**src/rtl/sram_port_arbiter_pkg.sv**
```systemverilog
// Shared video package for the SRAM port arbiter.
// It holds the arbiter state enum, the idle strobe constant and the
// default address/data widths.
package sram_port_arbiter_pkg;
  localparam int AW_DEF = 20;
  localparam int DW_DEF = 16;

  // {ce, oe, we}: all strobes are active-low, so all ones means the chip is idle
  localparam logic [2:0] STROBE_IDLE = 3'b111;

  typedef enum logic [2:0] {
    IDLE,
    RD,
    WR_SETUP,
    WR_PULSE,
    WR_HOLD
  } arb_state_e;
endpackage

```
**src/rtl/sram_port_arbiter_if.sv**
```systemverilog
// Bus bundle between the requesters, the arbiter and the SRAM pads.
//   slave  : the arbiter. It receives the requests and pad data, and drives
//            the acks, read data and SRAM pins.
//   master : the requesters and pads.
interface sram_port_arbiter_if
  import sram_port_arbiter_pkg::*;
#(
  parameter int AW = AW_DEF,
  parameter int DW = DW_DEF
) ();
  logic          wr_req;
  logic [AW-1:0] wr_addr;
  logic [DW-1:0] wr_data;
  logic          wr_ack;
  logic          rd_req;
  logic [AW-1:0] rd_addr;
  logic          rd_ack;
  logic [DW-1:0] rd_data;
  logic          rd_valid;
  logic [AW-1:0] sram_a;
  logic [DW-1:0] sram_d_out;
  logic          sram_d_oe;
  logic [DW-1:0] sram_d_in;
  logic          sram_ce;
  logic          sram_oe;
  logic          sram_we;
  logic          busy;

  modport slave (
    input  wr_req, wr_addr, wr_data, rd_req, rd_addr, sram_d_in,
    output wr_ack, rd_ack, rd_data, rd_valid, sram_a, sram_d_out,
           sram_d_oe, sram_ce, sram_oe, sram_we, busy
  );

  modport master (
    output wr_req, wr_addr, wr_data, rd_req, rd_addr, sram_d_in,
    input  wr_ack, rd_ack, rd_data, rd_valid, sram_a, sram_d_out,
           sram_d_oe, sram_ce, sram_oe, sram_we, busy
  );
endinterface

```
**src/rtl/sram_port_arbiter_phase.sv**
```systemverilog
// sram_phase_counter: a loadable down-counter that times one access phase.
//   clk, rst : clock and synchronous active-low reset
//   load     : load load_val; this takes priority over dec
//   dec      : count down by one; the count stops at zero
//   tc       : terminal count, meaning this is the last cycle of the phase
module sram_phase_counter #(
  parameter int CW = 8
) (
  input  logic          clk,
  input  logic          rst,
  input  logic          load,
  input  logic          dec,
  input  logic [CW-1:0] load_val,
  output logic          tc
);
  logic [CW-1:0] cnt;

  always_ff @(posedge clk) begin
    if (!rst)                     cnt <= '0;
    else if (load)                cnt <= load_val;
    else if (dec && cnt != '0)    cnt <= cnt - CW'(1);
  end

  // "<= 1" rather than "== 1", so a zero count can never stall the FSM
  assign tc = (cnt <= CW'(1));
endmodule

```
**src/rtl/sram_port_arbiter.sv**
```systemverilog
// sram_port_arbiter: shares one async SRAM between the capture writer and the
// display reader. Reads have fixed priority. A write that has waited
// STARVE_MAX read grants is forced through next.
//   clk, rst : clock and synchronous active-low reset
//   en       : grant enable; an access already in flight always completes
//   bus      : requester handshakes and SRAM pins (slave side)
module sram_port_arbiter
  import sram_port_arbiter_pkg::*;
#(
  parameter int AW         = AW_DEF,
  parameter int DW         = DW_DEF,
  parameter int RD_CYCLES  = 2,
  parameter int WR_CYCLES  = 3,
  parameter int STARVE_MAX = 4
) (
  input  logic             clk,
  input  logic             rst,
  input  logic             en,
  sram_port_arbiter_if.slave bus
);
  localparam int SW = $clog2(STARVE_MAX + 1);
  localparam int CW = 8;

  arb_state_e    state_q, state_d;
  logic          grant_rd, grant_wr, ld, dec, tc, starved;
  logic [CW-1:0] ld_val;
  logic [SW-1:0] streak;
  logic [AW-1:0] a_q;
  logic [DW-1:0] d_q, rd_data_q;
  logic          wr_ack_q, rd_ack_q, rd_valid_q;
  logic          ce, oe, we, d_oe;

  assign starved = (streak == SW'(STARVE_MAX));

  sram_phase_counter #(.CW(CW)) u_phase (
    .clk(clk), .rst(rst), .load(ld), .dec(dec), .load_val(ld_val), .tc(tc)
  );

  always_comb begin
    state_d  = state_q;
    grant_rd = 1'b0;
    grant_wr = 1'b0;
    ld       = 1'b0;
    dec      = 1'b0;
    ld_val   = CW'(RD_CYCLES);
    case (state_q)
      IDLE: if (en) begin
        if (bus.wr_req && starved) grant_wr = 1'b1;
        else if (bus.rd_req)       grant_rd = 1'b1;
        else if (bus.wr_req)       grant_wr = 1'b1;
        if (grant_rd) begin
          state_d = RD;
          ld      = 1'b1;
        end else if (grant_wr) begin
          state_d = WR_SETUP;
        end
      end
      RD:       if (tc) state_d = IDLE; else dec = 1'b1;
      WR_SETUP: begin
        state_d = WR_PULSE;
        ld      = 1'b1;
        ld_val  = CW'(WR_CYCLES);
      end
      WR_PULSE: if (tc) state_d = WR_HOLD; else dec = 1'b1;
      WR_HOLD:  state_d = IDLE;
      default:  state_d = IDLE;
    endcase
  end

  // The strobes decode directly from the registered state, so they switch on
  // the same edge as the state and are forced idle by reset.
  always_comb begin
    {ce, oe, we} = STROBE_IDLE;
    d_oe         = 1'b0;
    case (state_q)
      RD:                begin ce = 1'b0; oe = 1'b0; end
      WR_SETUP, WR_HOLD: begin ce = 1'b0; d_oe = 1'b1; end
      WR_PULSE:          begin ce = 1'b0; we = 1'b0; d_oe = 1'b1; end
      default: ;
    endcase
  end

  always_ff @(posedge clk) begin
    if (!rst) begin
      state_q    <= IDLE;
      wr_ack_q   <= 1'b0;
      rd_ack_q   <= 1'b0;
      rd_valid_q <= 1'b0;
      rd_data_q  <= '0;
      a_q        <= '0;
      d_q        <= '0;
      streak     <= '0;
    end else begin
      state_q    <= state_d;
      wr_ack_q   <= grant_wr;
      rd_ack_q   <= grant_rd;
      rd_valid_q <= (state_q == RD) && tc;
      // Pad data is captured at the edge that ends the last read cycle.
      if ((state_q == RD) && tc) rd_data_q <= bus.sram_d_in;
      if (grant_rd) a_q <= bus.rd_addr;
      if (grant_wr) begin
        a_q <= bus.wr_addr;
        d_q <= bus.wr_data;
      end
      if (grant_wr || (state_q == IDLE && !bus.wr_req)) streak <= '0;
      else if (grant_rd && bus.wr_req && !starved)      streak <= streak + SW'(1);
    end
  end

  assign bus.wr_ack     = wr_ack_q;
  assign bus.rd_ack     = rd_ack_q;
  assign bus.rd_valid   = rd_valid_q;
  assign bus.rd_data    = rd_data_q;
  assign bus.sram_a     = a_q;
  assign bus.sram_d_out = d_q;
  assign bus.sram_d_oe  = d_oe;
  assign bus.sram_ce    = ce;
  assign bus.sram_oe    = oe;
  assign bus.sram_we    = we;
  assign bus.busy       = (state_q != IDLE);
endmodule

```
**src/flat_wrapper.sv**
```systemverilog
// flat-port wrapper written by rule: the top's interface ports become plain ports
module sram_port_arbiter_flat import sram_port_arbiter_pkg::*;
#(
  parameter int AW         = AW_DEF,
  parameter int DW         = DW_DEF,
  parameter int RD_CYCLES  = 2,
  parameter int WR_CYCLES  = 3,
  parameter int STARVE_MAX = 4
)
  (clk, rst, en, bus_wr_req, bus_wr_addr, bus_wr_data, bus_rd_req, bus_rd_addr, bus_sram_d_in, bus_wr_ack, bus_rd_ack, bus_rd_data, bus_rd_valid, bus_sram_a, bus_sram_d_out, bus_sram_d_oe, bus_sram_ce, bus_sram_oe, bus_sram_we, bus_busy);
  sram_port_arbiter_if #(.AW(AW), .DW(DW)) bus_i ();
  input  logic clk;
  input  logic rst;
  input  logic en;
  input wire logic [$bits(bus_i.wr_req)-1:0] bus_wr_req;
  input wire logic [$bits(bus_i.wr_addr)-1:0] bus_wr_addr;
  input wire logic [$bits(bus_i.wr_data)-1:0] bus_wr_data;
  input wire logic [$bits(bus_i.rd_req)-1:0] bus_rd_req;
  input wire logic [$bits(bus_i.rd_addr)-1:0] bus_rd_addr;
  input wire logic [$bits(bus_i.sram_d_in)-1:0] bus_sram_d_in;
  output wire logic [$bits(bus_i.wr_ack)-1:0] bus_wr_ack;
  output wire logic [$bits(bus_i.rd_ack)-1:0] bus_rd_ack;
  output wire logic [$bits(bus_i.rd_data)-1:0] bus_rd_data;
  output wire logic [$bits(bus_i.rd_valid)-1:0] bus_rd_valid;
  output wire logic [$bits(bus_i.sram_a)-1:0] bus_sram_a;
  output wire logic [$bits(bus_i.sram_d_out)-1:0] bus_sram_d_out;
  output wire logic [$bits(bus_i.sram_d_oe)-1:0] bus_sram_d_oe;
  output wire logic [$bits(bus_i.sram_ce)-1:0] bus_sram_ce;
  output wire logic [$bits(bus_i.sram_oe)-1:0] bus_sram_oe;
  output wire logic [$bits(bus_i.sram_we)-1:0] bus_sram_we;
  output wire logic [$bits(bus_i.busy)-1:0] bus_busy;
  assign bus_i.wr_req = bus_wr_req;
  assign bus_i.wr_addr = bus_wr_addr;
  assign bus_i.wr_data = bus_wr_data;
  assign bus_i.rd_req = bus_rd_req;
  assign bus_i.rd_addr = bus_rd_addr;
  assign bus_i.sram_d_in = bus_sram_d_in;
  assign bus_wr_ack = bus_i.wr_ack;
  assign bus_rd_ack = bus_i.rd_ack;
  assign bus_rd_data = bus_i.rd_data;
  assign bus_rd_valid = bus_i.rd_valid;
  assign bus_sram_a = bus_i.sram_a;
  assign bus_sram_d_out = bus_i.sram_d_out;
  assign bus_sram_d_oe = bus_i.sram_d_oe;
  assign bus_sram_ce = bus_i.sram_ce;
  assign bus_sram_oe = bus_i.sram_oe;
  assign bus_sram_we = bus_i.sram_we;
  assign bus_busy = bus_i.busy;
  sram_port_arbiter #(.AW(AW), .DW(DW), .RD_CYCLES(RD_CYCLES), .WR_CYCLES(WR_CYCLES), .STARVE_MAX(STARVE_MAX)) u_core (.clk(clk), .rst(rst), .en(en), .bus(bus_i));
endmodule
```
**config.mk**
```make
export PLATFORM = sky130hd
export DESIGN_NAME = sram_port_arbiter_flat
export DESIGN_NICKNAME = d
export VERILOG_FILES = /design/src/rtl/sram_port_arbiter_pkg.sv /design/src/rtl/sram_port_arbiter_if.sv /design/src/rtl/sram_port_arbiter_phase.sv /design/src/rtl/sram_port_arbiter.sv /design/src/flat_wrapper.sv
export SDC_FILE = /design/constraint.sdc
export NUM_CORES = 1
export LEC_CHECK = 0
export BUFFER_PORTS_ARGS = -buffer_cell sky130_fd_sc_hd__buf_2
export CAP_MARGIN = 20
export CELL_PAD_IN_SITES_DETAIL_PLACEMENT = 1
export CELL_PAD_IN_SITES_GLOBAL_PLACEMENT = 1
export CORE_ASPECT_RATIO = 0.75
export CORE_MARGIN = 2
export CORE_UTILIZATION = 35
export DETAILED_ROUTE_END_ITERATION = 8
export PLACE_DENSITY = 0.92
export SYNTH_ARGS = -nofsm -noshare
export SYNTH_HDL_FRONTEND = slang
export SYNTH_HIERARCHICAL = 1
export SYNTH_SLANG_ARGS = --single-unit
```
**constraint.sdc**
```tcl
create_clock -name clk -period 2.9 [get_ports clk]
set_input_delay 0.435 -clock clk [delete_from_list [all_inputs] [get_ports clk]]
set_output_delay 0.435 -clock clk [all_outputs]
set_load 0.005 [all_outputs]
```
# Word-level counts from Yosys, hierarchy flattened
# Cells that the tools add are included.
# op_classes
eq_ne	9
bitwise_logic	1
n_addsub	2
n_lt_le_gt_ge	1
mux	33
n_reduce_logical	19
# ops
operator	n
20-bit two-way mux	2
1-bit two-way mux	22
8-bit two-way mux	2
3-bit two-way mux	5
3-bit case mux with 4 select lines	1
8-bit by 1-bit <= comparator with 1-bit output, second input constant	1
8-bit nonzero test	1
8-bit by 1-bit subtractor with 8-bit output, second input constant	1
3-bit by 2-bit equality test with 1-bit output, second input constant	2
3-bit equality test, second input constant	2
1-bit logical AND	6
2-bit by 1-bit != test with 1-bit output, second input constant	2
4-bit AND reduction	1
2-bit nonzero test	2
2-bit OR reduction	2
4-bit OR reduction	1
3-bit by 1-bit adder with 3-bit output, second input constant	1
3-bit by 1-bit equality test with 1-bit output, second input constant	1
3-bit logical NOT	1
3-bit by 1-bit != test with 1-bit output, second input constant	1
3-bit nonzero test	1
3-bit OR reduction	1
1-bit logical NOT	2
2-bit != test, second input constant	1
other kinds (3)	3
# totals
elab_cells	74
out_inout_bits	60
inputBits	77
reg_bits	69

# Longest topological paths before layout
# Gate-level depths: netlist of the first run.
# logic_depth
ltp_word	9
depth_mapped	9
depth_no_buf	8

# Modules after synthesis
# The synthesis of the first run kept the hierarchy.
# by_module_without_submodules
mod	area_per_inst_um2	n_inst	cells_each	seq_area_each_um2
sram_port_arbiter	2835.2	1	326	1221.2
sram_phase_counter	541.8	1	66	160.2

# Least setup slack after synthesis of the first run
# Ideal clock, no wire load.
# synth_timing
path_type	reg2reg
startpoint	reg u_core.u_phase.cnt[0]
endpoint	reg u_core.u_phase.cnt[5]
required_time_ps	2826
setup_time_ps	74
path_stages_with_launch	9
synth_period_minus_slack_ps	2560
path_slack_ps	340
n_path_buf	0
t_arrival_ps	2485
path_cell_list	dfxtp_1 inv_1 ha_1 nor2_1 nor4_1 nor3b_1 or3b_2 or4_1 a31oi_1
# synth_via
elab_chain_cells	5
word_cells_on_any_way	9
cone_classes	add/sub (1); order compare (1); mux (4); reduce/logical (3)
# synth_rtl
element	line	source
from (decl)	sram_port_arbiter_phase.sv:16	logic [CW-1:0] cnt;
from (signal assigned)	sram_port_arbiter_phase.sv:20	else if (load) cnt <= load_val;
from (signal assigned)	sram_port_arbiter_phase.sv:21	else if (dec && cnt != '0) cnt <= cnt - CW'(1);
8-bit by 1-bit <= comparator with 1-bit output	sram_port_arbiter_phase.sv:25	assign tc = (cnt <= CW'(1));
named net u_core.tc	sram_port_arbiter.sv:25	logic grant_rd, grant_wr, ld, dec, tc, starved;
1-bit two-way mux	sram_port_arbiter.sv:58, sram_port_arbiter.sv:64	
1-bit two-way mux	-	
named net u_core.dec	sram_port_arbiter.sv:25	
1-bit logical AND	sram_port_arbiter_phase.sv:21	
2-bit nonzero test (no line)	-	
# The timed path passes the listed nets, and every way through them passes these cells. The select of a mux whose other input is x is not followed.
# A chain may end at the register's enable or synchronous reset.

# Worst setup path after layout of the first run
# Same ends and word-level chain as after synthesis.

==> results of run 1 <==
report_power, final:
group | internal (mW) | switching (mW) | leakage (nW)
registers | 1.12 | 0.156 | 0.563
logic | 0.549 | 0.646 | 1.36
clock network | 0.695 | 0.427 | 0.145
total | 2.37 | 1.23 | 2.06
cell type report:
class / instances / area, um2 / area share
clock buffer: 10 / 239 / 0.0533
clock inverter: 6 / 71.3 / 0.0159
inverter: 11 / 41.3 / 0.00921
multi-input combinational: 284 / 1840 / 0.410
sequential: 69 / 1380 / 0.308
tap: 132 / 165 / 0.0368
timing repair buffer: 145 / 748 / 0.167
worst register-to-register path, cell delays in order, from the launching register on:
cell and delay, ps:
dfxtp_1 430, inv_1 110, ha_1 230, nor2_1 100
nor4_1 80, nor3b_1 230, buf_4 200, or3b_2 500
or4_1 480, a31oi_1 160
state kept, by name, summed over array words and instances, names as in the netlist:
register	flops
u_core/u_phase/cnt	8
u_core/bus.sram_a	20
u_core/bus.wr_ack	1
u_core/bus.sram_d_out	16
u_core/bus.rd_data	16
u_core/state_q	3
u_core/bus.rd_valid	1
u_core/streak	3
u_core/bus.rd_ack	1
cell usage in the layout (no fill, tap or decap), types with 11 or more instances in the layout:
master    netlist  routed
buf_2           4     136
a21boi_0       20      20
nand2_1        71      71
and3_1         23      23
o21bai_1       20      20
inv_1          11      11
a21oi_1        22      22
o311a_1        21      21
dfxtp_1        69      69
mux2i_1        17      17
worst max-delay path by stage:
stage	from	endpoint	slack (ps)	cells after the start
global placement	u_core/u_phase/cnt[0]	u_core/u_phase/cnt[5]	490	9
detailed placement	u_core/u_phase/cnt[0]	u_core/u_phase/cnt[5]	350	9
CTS	u_core/u_phase/cnt[0]	u_core/u_phase/cnt[5]	340	9
floorplan	u_core/u_phase/cnt[0]	u_core/u_phase/cnt[5]	340	8
finish	u_core/u_phase/cnt[0]	u_core/u_phase/cnt[5]	300	9
global route	u_core/u_phase/cnt[0]	u_core/u_phase/cnt[5]	160	9
per-stage QoR:
step	utilization	cells
floorplan	-	397
global placement	0.439	641
detailed placement	0.439	641
CTS	0.472	657
global route	0.472	657
finish	0.472	657
layer usage:
layer	routed length, um	part of all wire	GRT usage	up-vias
met5	0	0	0	-
met4	127	0.013	0.0723	0
met3	572	0.057	0.0599	11
met2	4880	0.49	0.338	106
met1	4410	0.44	0.217	1638
li1	-	-	-	1669
logic make-up (layout without fill, tap and decap cells):
logic type      count (synthesis)  after routing  synth area share
simple gates                  141            141             0.217
compound gates                113            113             0.246
flops                          69             69             0.409
buf+inv                        44            172            0.0537
mux                            18             18            0.0537
fa+ha+maj                       5              5            0.0185
other cells                     2              7           0.00222
==> results.ini, run 1 <==
[synth]
ys_warn_count = 6
synth_edf_count = 0
ys_types = 50
synth_commonest_cells = nand2_1, dfxtp_1, clkbuf_1
syn_avg_cell_area_um2 = 8.61
synthArstFlopShare = 0
synth_top_area_share = 0.409
netlist_area_mm2 = 0.00338
synth_cells = 392
synth.most_common_cell = nand2_1
synth_seq_cells = 69
synthFlopType = dfxtp_1
yosysSeqAreaShare = 0.409
synthTopCellsByArea = dfxtp_1, nand2_1, o311a_1, mux2i_1, a21boi_0
yosysTopAreaCell = dfxtp_1

[clock_network]
clkSlewWorstSetupHoldPaths_ps = 60
ctsHoldBuffers = 0
cts_max_level = 3
cts_sinks = 69
clkLatencyLatePin_ps = 330
cts-resized-gates = 0
cts_buffers = 9
root_buffer = clkbuf_16
post_cts_buffers = 0
clockBufferDepth = 2
tritoncts = yes

[timing]
layout_setup_ws_ps = 302
slew_violations = 0
rsz0062_at_grt = no
worst_pin_slew_ps = 775
relSlewSlack = 0.479
fin_crit_ps = 2600
final-hold-violation-count = 0
fmax_mhz = 385
setup_violations = 0
tns_ps = 0
whs_ps = 341
fin_skew_ps = 7.19
period_share = 0.896

[critical_path]
start_kind = register
r2r_start = u_core/u_phase/cnt[0]
crit_slowest_cell = or3b_2
worstPathMaxFanout = 9
max_stage_delay_ps = 500
arrival_ps = 2860
reg2reg_slack_ps = 300
worstPathBufferInverterCount = 2
reg2reg_depth = 9
critPathCaptureType = register
reg2reg_to = u_core/u_phase/cnt[5]
crit_type = reg2reg
required_ps = 3160
crit_path_cell_trace = inv_1 -> ha_1 -> nor2_1 -> nor4_1 -> nor3b_1 -> buf_4 -> or3b_2 -> or4_1 -> a31oi_1
cp_top_family = simple AND/OR/NAND/NOR gates

[power]
p_per_area_mw_per_mm2 = 802
total_power_mw = 3.60
power_leakage_nw = 2.06
irDropWorstVdd_mv = 0.360

[grt]
grt_usage = 0.189
grt_max_degree = 49
gr-total-overflow = 0
grt_pass1_wl_um = 15900
antenna_found_initial = 0
grt_pass1_vias = 3301

[die]
start_util = 0.355
dieArea_mm2 = 0.0105
dieWidth_um = 117
rows = 31
coreArea_mm2 = 0.00950
pin_count = 137
fp.dieH_um = 89.1

[placement]
hpwl_um = 7110
portBuffers = 136
dp_slack_ps = 347
place.gp.congestion = 0.885
dpl-instance-area_mm2 = 0.00418

[layout]
syn_to_final_growth_pct = 32.8
layout-drive-gt1-share = 0.328
fin_area_mm2 = 0.00449
fin_nets = 602
num_antenna_cells = 0
fillers = 1177

[drt]
wirelength_um = 9990
ant_nets = 0
drt-vias-per-instance = 5.21
vias = 3424
routedWlPerCell_um = 15.2
drt_iter0_drc = 169
dr.pass1.iters = 4
drcViolationCount = 0

[hold_path]
hold_class = in2reg
hold_start = bus_sram_d_in[1]
holdPathEnd = u_core/bus.rd_data[1]
min_path_cells = 3

[flow_run]
maxCapViolCount = 0

[outcome]
status = finished, final reports clean

Note: power is estimated with default switching activity, not from simulation.
==> run 2: changes to the inputs <==
==> constraint.sdc (replaced) <==
create_clock -name clk -period 2.9 [get_ports clk]
set_input_delay 0.725 -clock clk [delete_from_list [all_inputs] [get_ports clk]]
set_output_delay 0.725 -clock clk [all_outputs]
set_load 0.005 [all_outputs]
==> run 2 against run 1 <==
Compared with the run above: power increased by 0.29%; non-clock buffer count increased by 2; first-iteration DRC count decreased by 4.7%; sequential power about the same.
==> results.ini, run 2 (synthesis results as in run 1) <==
[layout]
layout-drive-gt1-share = 0.331  ; +0.00318
largest_reg_flops = 20  ; unchanged
fillers = 1178  ; +0.085%
num_antenna_cells = 0  ; unchanged
fin_nets = 604  ; +0.33%
mostFrequentLayoutCell = buf_2
finalNonFillerCells = 658  ; +0.15%
syn_to_final_growth_pct = 32.8  ; unchanged
final_cell_mix = buf_2, nand2_1, dfxtp_1

[power]
p_per_area_mw_per_mm2 = 804  ; +0.29%
seq_power_share = 0.358  ; +0.002
p_switching_mw = 1.27  ; +3.3%
internal_power_mw = 2.34  ; -1.2%
power_leakage_nw = 2.07  ; +0.45%
irDropWorstVdd_mv = 0.296  ; -18%
p_sw_frac = 0.352  ; +0.0101
combPwrFrac = 0.343  ; +0.011
power_frac_clock = 0.299  ; -0.013

[timing]
worst_pin_slew_ps = 873  ; +97.9 ps
fin_crit_ps = 2640  ; +43.3 ps
final-hold-violation-count = 0  ; unchanged
whs_ps = 450  ; +109 ps
setup_violations = 0  ; unchanged
fmax_mhz = 379  ; -1.6%
fin_skew_ps = 5.06  ; -2.13 ps
slew_violations = 0  ; unchanged
tns_ps = 0  ; unchanged
relSlewSlack = 0.413  ; -0.0659
period_share = 0.911  ; +0.0149
rsz0062_at_grt = no

[drt]
drcViolationCount = 0  ; unchanged
dr.pass1.iters = 4  ; unchanged
routedWlPerCell_um = 16.2  ; +6.5%
drt-vias-per-instance = 5.28  ; +1.3%
wirelength_um = 10700  ; +6.6%
vias = 3473  ; +1.4%
drt_iter0_drc = 161  ; -4.7%
ant_nets = 0  ; unchanged

[critical_path]
crit_type = reg2reg
required_ps = 3140  ; -20 ps
critPathCaptureType = register
worstPathMaxFanout = 16  ; +7
start_kind = register
arrival_ps = 2880  ; +20 ps

[die]
start_util = 0.355  ; unchanged
rows = 31  ; unchanged
fp.dieH_um = 89.1  ; unchanged
dieWidth_um = 117  ; unchanged
pin_count = 137  ; unchanged
dieArea_mm2 = 0.0105  ; unchanged
coreArea_mm2 = 0.00950  ; unchanged

[grt]
grt_pass1_wl_um = 16800  ; +5.7%
use_met1 = 0.227  ; +0.0102
grtUsageMet2 = 0.359  ; +0.0213
grt_max_degree = 49  ; unchanged
grt_pass1_vias = 3442  ; +4.3%
gr-total-overflow = 0  ; unchanged
grt_usage = 0.200  ; +0.0112
antenna_found_initial = 0  ; unchanged
top_usage_layer = met2
gr-usage-met3 = 0.0651  ; +0.00510

[clock_network]
cts_buffers = 9  ; unchanged
clockBufferDepth = 2  ; unchanged
tritoncts = yes
cts_max_level = 3  ; unchanged
cts_sinks = 69  ; unchanged
root_buffer = clkbuf_16
clkLatencyLatePin_ps = 330  ; about the same
clkSlewWorstSetupHoldPaths_ps = 60  ; about the same

[outcome]
status = finished, final reports clean

[placement]
place.gp.congestion = 0.844  ; -4.7%
place_inst = 643  ; +0.31%
hpwl_um = 7470  ; +5.1%
portBuffers = 136  ; unchanged

[flow_run]
maxCapViolCount = 0  ; unchanged

[hold_path]
hold_class = reg2reg

[run 2: layer usage]
metal / wire length (um) / part of all wire / vias up
met5: 0 / 0 / -
met4: 204 / 0.019 / 0
met3: 605 / 0.057 / 15
met2: 5250 / 0.49 / 107
met1: 4600 / 0.43 / 1682
li1: - / - / 1669
[run 2: area by class of cell]
type,instances,area [um2],share of cell area
Inverter,11,41.3,0.00921
Timing Repair Buffer,147,763,0.170
Multi-Input combinational cell,284,1840,0.411
Sequential cell,69,1380,0.308
Clock inverter,6,65.1,0.0145
Tap cell,132,165,0.0368
Clock buffer,9,225,0.0502
[run 2: timing repair]
item / 4_1_cts / 5_1_grt
resized for setup: 0 / 1
setup endpoints to repair: 0 / 1
hold buffers: 0 / 0
buffers inserted: 0 / 0
[run 2: worst max-delay path: stages (launching register included)]
cell,delay [ps]
dfxtp_1,360
or4_4,590
nor4_1,630
nor4bb_2,390
buf_4,250
nand2_1,110
a21oi_1,220
[run 2: final timing paths]
| path | start | to | slack [ps] | cells after the start |
|---|---|---|---|---|
| worst max register to register | u_core/u_phase/cnt[2] | u_core/bus.rd_data[0] | 260 | 6 |
| worst min-delay path | u_core/bus.rd_data[7] | u_core/bus.rd_data[7] | 450 | 2 |
| worst min register to register | u_core/bus.rd_data[7] | u_core/bus.rd_data[7] | 450 | 2 |
| worst max-delay path | u_core/u_phase/cnt[2] | u_core/bus.rd_data[0] | 260 | 6 |
[run 2: power by group through the flow]
stage | clock, mW | sequential [mW] | combinational [mW]
CTS | 1.11 | 1.29 | 1.24
finish | 1.08 | 1.29 | 1.24
global placement | 0 | 1.28 | 1.13
global route | 1.15 | 1.32 | 1.36
floorplan | 0 | 1.25 | 0.804
detailed placement | 0 | 1.30 | 1.22
[run 2: metrics by stage]
| stage | util | power, mW | instance area [um2] | worst slack [ps] |
|---|---|---|---|---|
| 2_1_floorplan | - | 2.06 | 3400 | 340 |
| 3_3_place_gp | 0.441 | 2.42 | 4190 | 365 |
| 3_5_place_dp | 0.441 | 2.52 | 4190 | 145 |
| 4_1_cts | 0.471 | 3.63 | 4480 | 141 |
| 5_1_grt | 0.472 | 3.83 | 4490 | 189 |
| 6_report | 0.472 | 3.61 | 4490 | 259 |
==> run 3: changes to the inputs <==
Settings changed: REMOVE_ABC_BUFFERS from default to 1, SKIP_CTS_REPAIR_TIMING from default to 1.
==> run 3 against run 2 <==
Compared with the run above: sequential power is essentially flat; final area grew 0.64%; core utilization grew 0.30 points; first-iteration DRC count shrank 17%; register-to-register slack is essentially flat; clock power grew 7%; non-clock buffer count grew 1.
==> results.ini, run 3 (synthesis results as in run 1) <==
[outcome]
status = finished, final reports clean

[grt]
grt_pass1_vias = 3477  ; +1.0%
grt_usage = 0.197  ; -0.00366
antenna_found_initial = 0  ; unchanged
grt_pass1_wl_um = 16700  ; -0.90%
gr-total-overflow = 0  ; unchanged
grt_max_degree = 42  ; -14%

[timing]
fin_skew_ps = 4.96  ; -0.0949 ps
period_share = 0.913  ; +0.00173
setup_violations = 0  ; unchanged
whs_ps = 451  ; +1.06 ps
fin_crit_ps = 2650  ; +5.01 ps
relSlewSlack = 0.520  ; +0.108
tns_ps = 0  ; unchanged
rsz0062_at_grt = no
fmax_mhz = 378  ; -0.19%
layout_setup_ws_ps = 254  ; -5.01 ps
final-hold-violation-count = 0  ; unchanged
slew_violations = 0  ; unchanged
worst_pin_slew_ps = 713  ; -160 ps

[power]
total_power_mw = 3.65  ; +1.3%
p_per_area_mw_per_mm2 = 810  ; +0.69%
power_leakage_nw = 2.09  ; +0.80%
irDropWorstVdd_mv = 0.370  ; +25%

[die]
pin_count = 137  ; unchanged
rows = 31  ; unchanged
dieArea_mm2 = 0.0105  ; unchanged
start_util = 0.355  ; unchanged
fp.dieH_um = 89.1  ; unchanged
coreArea_mm2 = 0.00950  ; unchanged
dieWidth_um = 117  ; unchanged

[drt]
ant_nets = 0  ; unchanged
routedWlPerCell_um = 15.5  ; -4.0%
drcViolationCount = 0  ; unchanged
drt-vias-per-instance = 5.12  ; -3.0%
vias = 3378  ; -2.7%
drt_iter0_drc = 133  ; -17%
dr.pass1.iters = 4  ; unchanged
wirelength_um = 10300  ; -3.7%

[critical_path]
crit_slowest_cell = or3b_2
reg2reg_to = u_core/u_phase/cnt[5]
r2r_start = u_core/u_phase/cnt[0]
crit_type = reg2reg
arrival_ps = 2910  ; +30 ps
max_stage_delay_ps = 540  ; -90 ps
required_ps = 3160  ; +20 ps
start_kind = register
worstPathMaxFanout = 6  ; -10
reg2reg_slack_ps = 250  ; about the same
crit_path_cell_trace = inv_1 -> ha_1 -> nor2_1 -> nor4_1 -> nor3b_1 -> or3b_2 -> or4_1 -> a31oi_1
reg2reg_depth = 8  ; +2
critPathCaptureType = register

[layout]
fin_nets = 605  ; +0.17%
largest_reg_flops = 20  ; unchanged
fin_area_mm2 = 0.00451  ; +0.64%
layout-drive-gt1-share = 0.330  ; -0.00125
final_cell_mix = buf_2, nand2_1, dfxtp_1
syn_to_final_growth_pct = 33.7
fillers = 1164  ; -1.2%
num_antenna_cells = 0  ; unchanged
mostFrequentLayoutCell = buf_2

[placement]
dpl-instance-area_mm2 = 0.00420  ; +0.18%
dp_slack_ps = 285  ; +140 ps
hpwl_um = 7540  ; +0.95%
place.gp.congestion = 0.920  ; +9.0%
portBuffers = 136  ; unchanged

[clock_network]
cts_buffers = 9  ; unchanged
tritoncts = yes
root_buffer = clkbuf_16
clkSlewWorstSetupHoldPaths_ps = 50  ; about the same
cts_sinks = 69  ; unchanged
clkLatencyLatePin_ps = 330  ; about the same
cts_max_level = 3  ; unchanged
clockBufferDepth = 2  ; unchanged

[hold_path]
min_path_cells = 2  ; unchanged
hold_class = reg2reg
holdPathEnd = u_core/bus.sram_d_out[2]
hold_start = u_core/bus.sram_d_out[2]

[flow_run]
maxCapViolCount = 0  ; unchanged

-- run 3: how the worst max path moves through the flow --
stage                     startpoint                     to  cells past startpoint
2_1_floorplan  u_core/u_phase/cnt[2]  u_core/bus.rd_data[0]                      5
3_3_place_gp   u_core/u_phase/cnt[0]  u_core/u_phase/cnt[5]                      8
3_5_place_dp   u_core/u_phase/cnt[2]  u_core/u_phase/cnt[4]                      7
4_1_cts        u_core/u_phase/cnt[2]  u_core/u_phase/cnt[4]                      7
5_1_grt        u_core/u_phase/cnt[2]  u_core/u_phase/cnt[4]                      7
6_report       u_core/u_phase/cnt[0]  u_core/u_phase/cnt[5]                      8
-- run 3: through the flow --
stage	util	instances
after CTS	0.475	660
final	0.475	660
after detailed placement	0.442	644
after global placement	0.442	644
after global routing	0.475	660
after floorplan	-	364
-- run 3: layout make-up --
type                       instances  area (um2)  share of cell area
clock inverter                     6        87.6              0.0194
inverter                          11        41.3             0.00915
clock buffer                      10         229              0.0507
timing repair buffer             148         771               0.171
multi-input combinational        284        1840               0.407
sequential                        69        1380               0.306
tap                              132         165              0.0366
-- run 3: where the power goes --
part	total (mW)	leakage, nW	internal (mW)	switching [mW]
clock	1.16	0.156	0.752	0.409
sequential	1.29	0.563	1.12	0.164
combinational	1.21	1.37	0.560	0.646
-- run 3: worst max-delay path: cells and delay by family, from the launching register on --
kind	cells	cell delay (ps)
simple gates	5	1660
flops	1	410
fa+ha+maj	1	240
compound gates	1	160
buf+inv	1	120
-- run 3: layer usage --
| metal | global-route usage | vias to the layer above | routed length (um) |
|---|---|---|---|
| li1 | - | 1670 | - |
| met1 | 0.221 | 1606 | 4410 |
| met2 | 0.364 | 89 | 5200 |
| met3 | 0.0702 | 13 | 557 |
| met4 | 0.0504 | 0 | 95 |
| met5 | 0 | - | 0 |
